### src/rtl/fht_in_loader.sv
// -----------------------------------------------------------------------------
// fht_in_loader
//
// Input loading stage in front of the FHT butterfly datapath. Serial signed
// samples arrive over a valid/ready handshake. Each sample is sign-extended to
// D_BIT and written into one of four data RAM banks at its bit-reversed frame
// position, so the butterfly stages can read the banks in natural order.
// After a full frame of N = 4 * 2^A_BIT samples the loader pulses oSTART and
// stays closed until the FHT core pulses iFHT_DONE.
//
// Ports:
//   iCLK       clock, all state updates on the rising edge
//   iRESET     synchronous active-high reset
//   iDATA      signed input sample (IN_BIT)
//   iVALID     sample present on iDATA
//   oREADY     loader accepts a sample this cycle (decoded from state)
//   iFHT_DONE  one-cycle pulse from FHT core: transform finished, banks free
//   oWR_DATA   bank write data, common to all banks (D_BIT)
//   oWR_ADDR   bank write address, common to all banks (A_BIT)
//   oWR_EN     one-hot bank write enable, bit k = bank k
//   oSTART     one-cycle pulse: frame loaded, FHT may begin
//   oBUSY      high from frame completion until iFHT_DONE is accepted
// -----------------------------------------------------------------------------
module fht_in_loader #(
    parameter int D_BIT  = 17,
    parameter int A_BIT  = 8,
    parameter int IN_BIT = 16
) (
    input  logic              iCLK,
    input  logic              iRESET,
    input  logic [IN_BIT-1:0] iDATA,
    input  logic              iVALID,
    output logic              oREADY,
    input  logic              iFHT_DONE,
    output logic [D_BIT-1:0]  oWR_DATA,
    output logic [A_BIT-1:0]  oWR_ADDR,
    output logic [3:0]        oWR_EN,
    output logic              oSTART,
    output logic              oBUSY
);

    // Sample index width: two bank-select bits plus the bank address.
    localparam int C_BIT = A_BIT + 2;
    localparam logic [C_BIT-1:0] N_ONE  = {{(C_BIT-1){1'b0}}, 1'b1};
    localparam logic [C_BIT-1:0] N_LAST = {C_BIT{1'b1}};

    typedef enum logic [1:0] {
        ST_LOAD  = 2'd0,
        ST_FLUSH = 2'd1,
        ST_START = 2'd2,
        ST_WAIT  = 2'd3
    } state_t;

    state_t             state_q;
    logic [C_BIT-1:0]   n_q;
    logic [3:0]         wr_en_q;
    logic [A_BIT-1:0]   wr_addr_q;
    logic [D_BIT-1:0]   wr_data_q;
    logic               start_q;
    logic               busy_q;

    logic [C_BIT-1:0]   rev_s;
    logic [3:0]         wr_en_d;
    logic [A_BIT-1:0]   wr_addr_d;
    logic [D_BIT-1:0]   wr_data_d;
    logic               accept_s;

    // Mirror an index end-for-end over its full width.
    function automatic logic [C_BIT-1:0] bit_reverse(input logic [C_BIT-1:0] v);
        logic [C_BIT-1:0] r;
        r = {C_BIT{1'b0}};
        for (int i = 0; i < C_BIT; i++) begin
            r[i] = v[C_BIT-1-i];
        end
        return r;
    endfunction

    // Bit-reversed placement: low reversed bits pick the bank, the rest the address.
    always_comb begin
        rev_s     = bit_reverse(n_q);
        wr_en_d   = 4'b0001 << rev_s[1:0];
        wr_addr_d = rev_s[C_BIT-1:2];
        // Signed cast makes the size cast replicate the sign bit.
        wr_data_d = D_BIT'($signed(iDATA));
        accept_s  = iVALID && (state_q == ST_LOAD);
    end

    // Frame sequencing FSM with registered bank-write and handshake outputs.
    always_ff @(posedge iCLK) begin
        if (iRESET) begin
            state_q   <= ST_LOAD;
            n_q       <= {C_BIT{1'b0}};
            wr_en_q   <= 4'b0000;
            wr_addr_q <= {A_BIT{1'b0}};
            wr_data_q <= {D_BIT{1'b0}};
            start_q   <= 1'b0;
            busy_q    <= 1'b0;
        end else begin
            // Write enable and start are single-cycle strobes.
            wr_en_q <= 4'b0000;
            start_q <= 1'b0;
            case (state_q)
                ST_LOAD: begin
                    if (accept_s) begin
                        wr_en_q   <= wr_en_d;
                        wr_addr_q <= wr_addr_d;
                        wr_data_q <= wr_data_d;
                        if (n_q == N_LAST) begin
                            n_q     <= {C_BIT{1'b0}};
                            state_q <= ST_FLUSH;
                        end else begin
                            n_q <= n_q + N_ONE;
                        end
                    end else begin
                        n_q <= n_q;
                    end
                end
                // Last sample's write is on the bus during this state.
                ST_FLUSH: begin
                    state_q <= ST_START;
                    start_q <= 1'b1;
                    busy_q  <= 1'b1;
                end
                ST_START: begin
                    state_q <= ST_WAIT;
                end
                ST_WAIT: begin
                    if (iFHT_DONE) begin
                        state_q <= ST_LOAD;
                        busy_q  <= 1'b0;
                    end else begin
                        state_q <= ST_WAIT;
                    end
                end
                default: begin
                    state_q <= ST_LOAD;
                    n_q     <= {C_BIT{1'b0}};
                    busy_q  <= 1'b0;
                end
            endcase
        end
    end

    assign oREADY   = (state_q == ST_LOAD);
    assign oWR_EN   = wr_en_q;
    assign oWR_ADDR = wr_addr_q;
    assign oWR_DATA = wr_data_q;
    assign oSTART   = start_q;
    assign oBUSY    = busy_q;

endmodule

### config.mk
export PLATFORM = sky130hd
export DESIGN_NAME = fht_in_loader
export DESIGN_NICKNAME = d
export VERILOG_FILES = /design/src/rtl/fht_in_loader.sv
export SDC_FILE = /design/constraint.sdc
export NUM_CORES = 1
export LEC_CHECK = 0
export CAP_MARGIN = 20
export CORE_MARGIN = 2
export CORE_UTILIZATION = 50
export DETAILED_ROUTE_END_ITERATION = 10
export DONT_BUFFER_PORTS = 1
export GPL_ROUTABILITY_DRIVEN = 0
export PLACE_DENSITY = 0.63
export SLEW_MARGIN = 15
export SYNTH_ARGS = -nofsm -noshare
export SYNTH_HDL_FRONTEND = slang
export SYNTH_SLANG_ARGS = --single-unit
### constraint.sdc
create_clock -name iCLK -period 2.2 [get_ports iCLK]
set_input_delay 0.44 -clock iCLK [delete_from_list [all_inputs] [get_ports iCLK]]
set_output_delay 0.44 -clock iCLK [all_outputs]
set_load 0.005 [all_outputs]
==> summary.md <==
| Metric | Value |
|---|---|
| Status | `finished clean` |
| Synth Flop Type | `dfxtp_1` |
| Startpoint types | `flip-flop` |
| Fin. max-slew vios | `0` |
| Post-CTS setup buffer count | `0` |
| # setup viols final | `0` |
| Setup_tns | `0 ns` |
| CTS resizes | `0` |
| Synth top area share | `between 50% and 60%` |
| Die Height | `approximately 60 um` |
| Util after Layout | `55.0%` |
| Fmax | `around 0.57 GHz` |
| Worst-path clk slew | `0.12 ns` |
| PortBufs | `0` |
| RSZ-0062 raised after global routing | `no` |
| Row cnt | `20` |
| Fillers | `323` |
| Synth top area cells | `dfxtp_1 (53%), nand2_1 (12%), a21oi_1 (9.7%)` |
| Max_slew headroom | `between 60 and 70%` |
| Clk buf depth | `2` |
| Syn Nets | `~210` |
| CTS tree | `yes` |
| TritonRoute pass-1 iters | `4` |
| Multi-input logic area | `slightly below 700 um^2` |
| Post-synth EDFFs | `0` |
| Clk sinks | `42` |
| Critical Path, Cell by Cell | `or3b_1 -> buf_4 -> or3_1 -> a21oi_1` |
| Die footprint | `approximately 3700 um^2` |
| Diodes inserted | `0` |
| Synthesis-to-layout area growth | `4.77%` |
| Largest net degree at the start of global routing | `38` |
| Worst EP arrival | `2.04 ns` |
| Final Skew | `0.00685 ns` |
| NumNets Final | `210` |
| Placed instance area | `1620 um^2` |
| WS Path Type | `flip-flop to flip-flop` |
| Iteration-0 DRC Markers | `97` |
| Seq/Total Area, Yosys | `between 50% and 60%` |
| Area taken by flip-flops and latches | `about 840 um^2` |
| Tmin final | `1.76 ns` |
| Fraction of layout cells with a size suffix above 1 | `about 6.8%` |
| Core area | `a little over 3000 um^2` |
| Post-Route WL | `approximately 3200 um` |
| P_leak | `between 0.5 and 0.6 nW` |
| Drc violations | `0` |
| Worst path slowest cell | `or3b_1` |
| Max-cap viol count | `0` |
| CTS Root Buffer Type | `clkbuf_4` |
| DP HPWL | `around 2200 um` |
| CP top delay family | `simple AND/OR/NAND/NOR gates` |
| Final hold violation count | `0` |
| WP buf/inv | `1` |
| Synth warn | `0` |
| Worst-path fanout max | `22` |
| Final non-filler cell area | `~1700 um^2` |
| DR vias/cell | `between 5 and 6` |
| Crit-path max cell delay | `0.55 ns` |
| First-pass GRT wire length | `~5000 um` |
| Vias in the first global route | `between 1,000 and 1,500` |
| Netlist cell types | `34` |
| Critical path data required time | `2.48 ns` |
| Initial core utilization | `approximately 52%` |
| Grt ovf | `0` |
| Detail Route Antenna Nets | `0` |
| Die width | `60.6 um` |
| Cts bufs inserted | `5` |
| Area leader, netlist | `dfxtp_1` |
| Pwr per Cell Area | `734 nW/um^2` |
| Via count | `between 1,000 and 1,500` |
| Max rail drop VDD | `approximately 0.36 mV` |
| GR Util All Layers | `approximately 18%` |
| Crit path capture type | `flip-flop` |
| Top-count cell post-synth | `nand2_1` |
| Worst hold path type | `input pin to flip-flop` |
| Cts hold-fix bufs | `0` |
| I/O pin count | `52` |
| Worst slew pin tran | `roughly 0.53 ns` |
| Netlist Area Pre-Place | `between 1500 and 2000 um^2` |
| Clock Latency Late Sink | `around 0.34 ns` |
| Routed len/inst | `between 10 and 15 um` |
| Post-synth top cells | `nand2_1 (53), dfxtp_1 (42), a21oi_1 (31)` |
| Tcrit/Tclk final | `about four fifths` |
| FFs w/ async S/R, synth | `0%` |
| Yosys reg bits | `42` |
| Mapped Avg Cell Area | `8.39 um^2` |
| Initial antenna violation count | `0` |
| # H-tree levels | `2` |
| Cells after Synth | `about 190` |
==> per-layer routing <==
layer	vias to the layer above	part of all wire (%)	track usage (%)
met5	-	0	0
met2	39	47	29.3
met3	4	7.2	7.25
met4	0	0.87	5.59
li1	664	-	-
met1	591	45	22.1
==> flip-flops by register name (all words and copies together) (netlist names) <==
signal	cells
oWR_EN	4
oBUSY	1
oWR_ADDR	8
oWR_DATA	16
oSTART	1
n_q	10
state_q	2
==> cells by family (layout without fill, tap and decap cells) <==
kind of cell / Yosys count / count (layout) / share of synthesized area [%]
flip-flops: 42 / 42 / 52.5
buffers and inverters: 15 / 14 / 4.45
AO/OA/AOI/OAI: 46 / 46 / 16.4
adder cells (fa/ha/maj): 1 / 1 / 0.781
AND/OR/NAND/NOR: 87 / 87 / 25.9
==> path summary, 6_finish.rpt <==
| path | from | endpoint | slack, ns | cells past startpoint |
|---|---|---|---|---|
| setup / recovery | state_q[0] | n_q[4] | 0.44 | 4 |
| hold / removal | iRESET | oWR_DATA[6] | 0.14 | 1 |
| setup reg to reg | state_q[0] | n_q[4] | 0.44 | 4 |
| hold reg to reg | oWR_ADDR[1] | oWR_ADDR[1] | 0.48 | 2 |
==> metrics by stage <==
stage	setup WS [ns]	hold WS, ns	power, mW	std cells
after floorplan	0.595	0.453	0.877	191
after global placement	0.472	0.456	0.881	226
after detailed placement	0.430	0.462	0.886	226
after CTS	0.431	0.126	1.25	234
after global routing	0.321	0.108	1.30	234
final	0.439	0.144	1.23	234
==> power breakdown <==
| group | switching, mW | leakage [nW] | internal, mW |
|---|---|---|---|
| clock network | 0.238 | 0.0322 | 0.126 |
| registers | 0.0217 | 0.342 | 0.785 |
| logic | 0.0378 | 0.197 | 0.0234 |
| total | 0.298 | 0.571 | 0.934 |
==> cell usage in the layout (no fill, tap or decap) <==
cell / Yosys / final
nor3b_2: 1 / 1
nor3_1: 5 / 5
or4_1: 2 / 2
nor2b_1: 1 / 1
nor4b_1: 2 / 2
ha_1: 1 / 1
a2111o_1: 1 / 1
nand3_1: 6 / 6
nand4bb_1: 1 / 1
or2_2: 1 / 1
clkbuf_1: 8 / 1
clkinv_4: 0 / 1
and2_1: 1 / 1
a21boi_0: 1 / 1
nand4_1: 2 / 2
clkinv_2: 0 / 1
nor2_1: 2 / 2
o41ai_1: 2 / 2
nand2b_1: 1 / 1
a21oi_1: 31 / 31
o31ai_1: 2 / 2
o21a_1: 1 / 1
inv_1: 2 / 2
clkbuf_4: 0 / 5
nor4_1: 2 / 2
buf_4: 1 / 4
or3b_1: 1 / 1
and3_1: 1 / 1
a32o_1: 1 / 1
o21ai_0: 6 / 6
nand2_1: 53 / 53
dfxtp_1: 42 / 42
or3_1: 5 / 5
o311ai_0: 1 / 1
==> cell type report <==
class                      count  area share (%)
sequential                    42            50.1
multi-input combinational    134            41.1
tap                           44            3.28
clock buffer                   6            2.46
timing repair buffer           4            1.79
clock inverter                 2           0.820
inverter                       2           0.447
(Power assumes the default switching activity.)
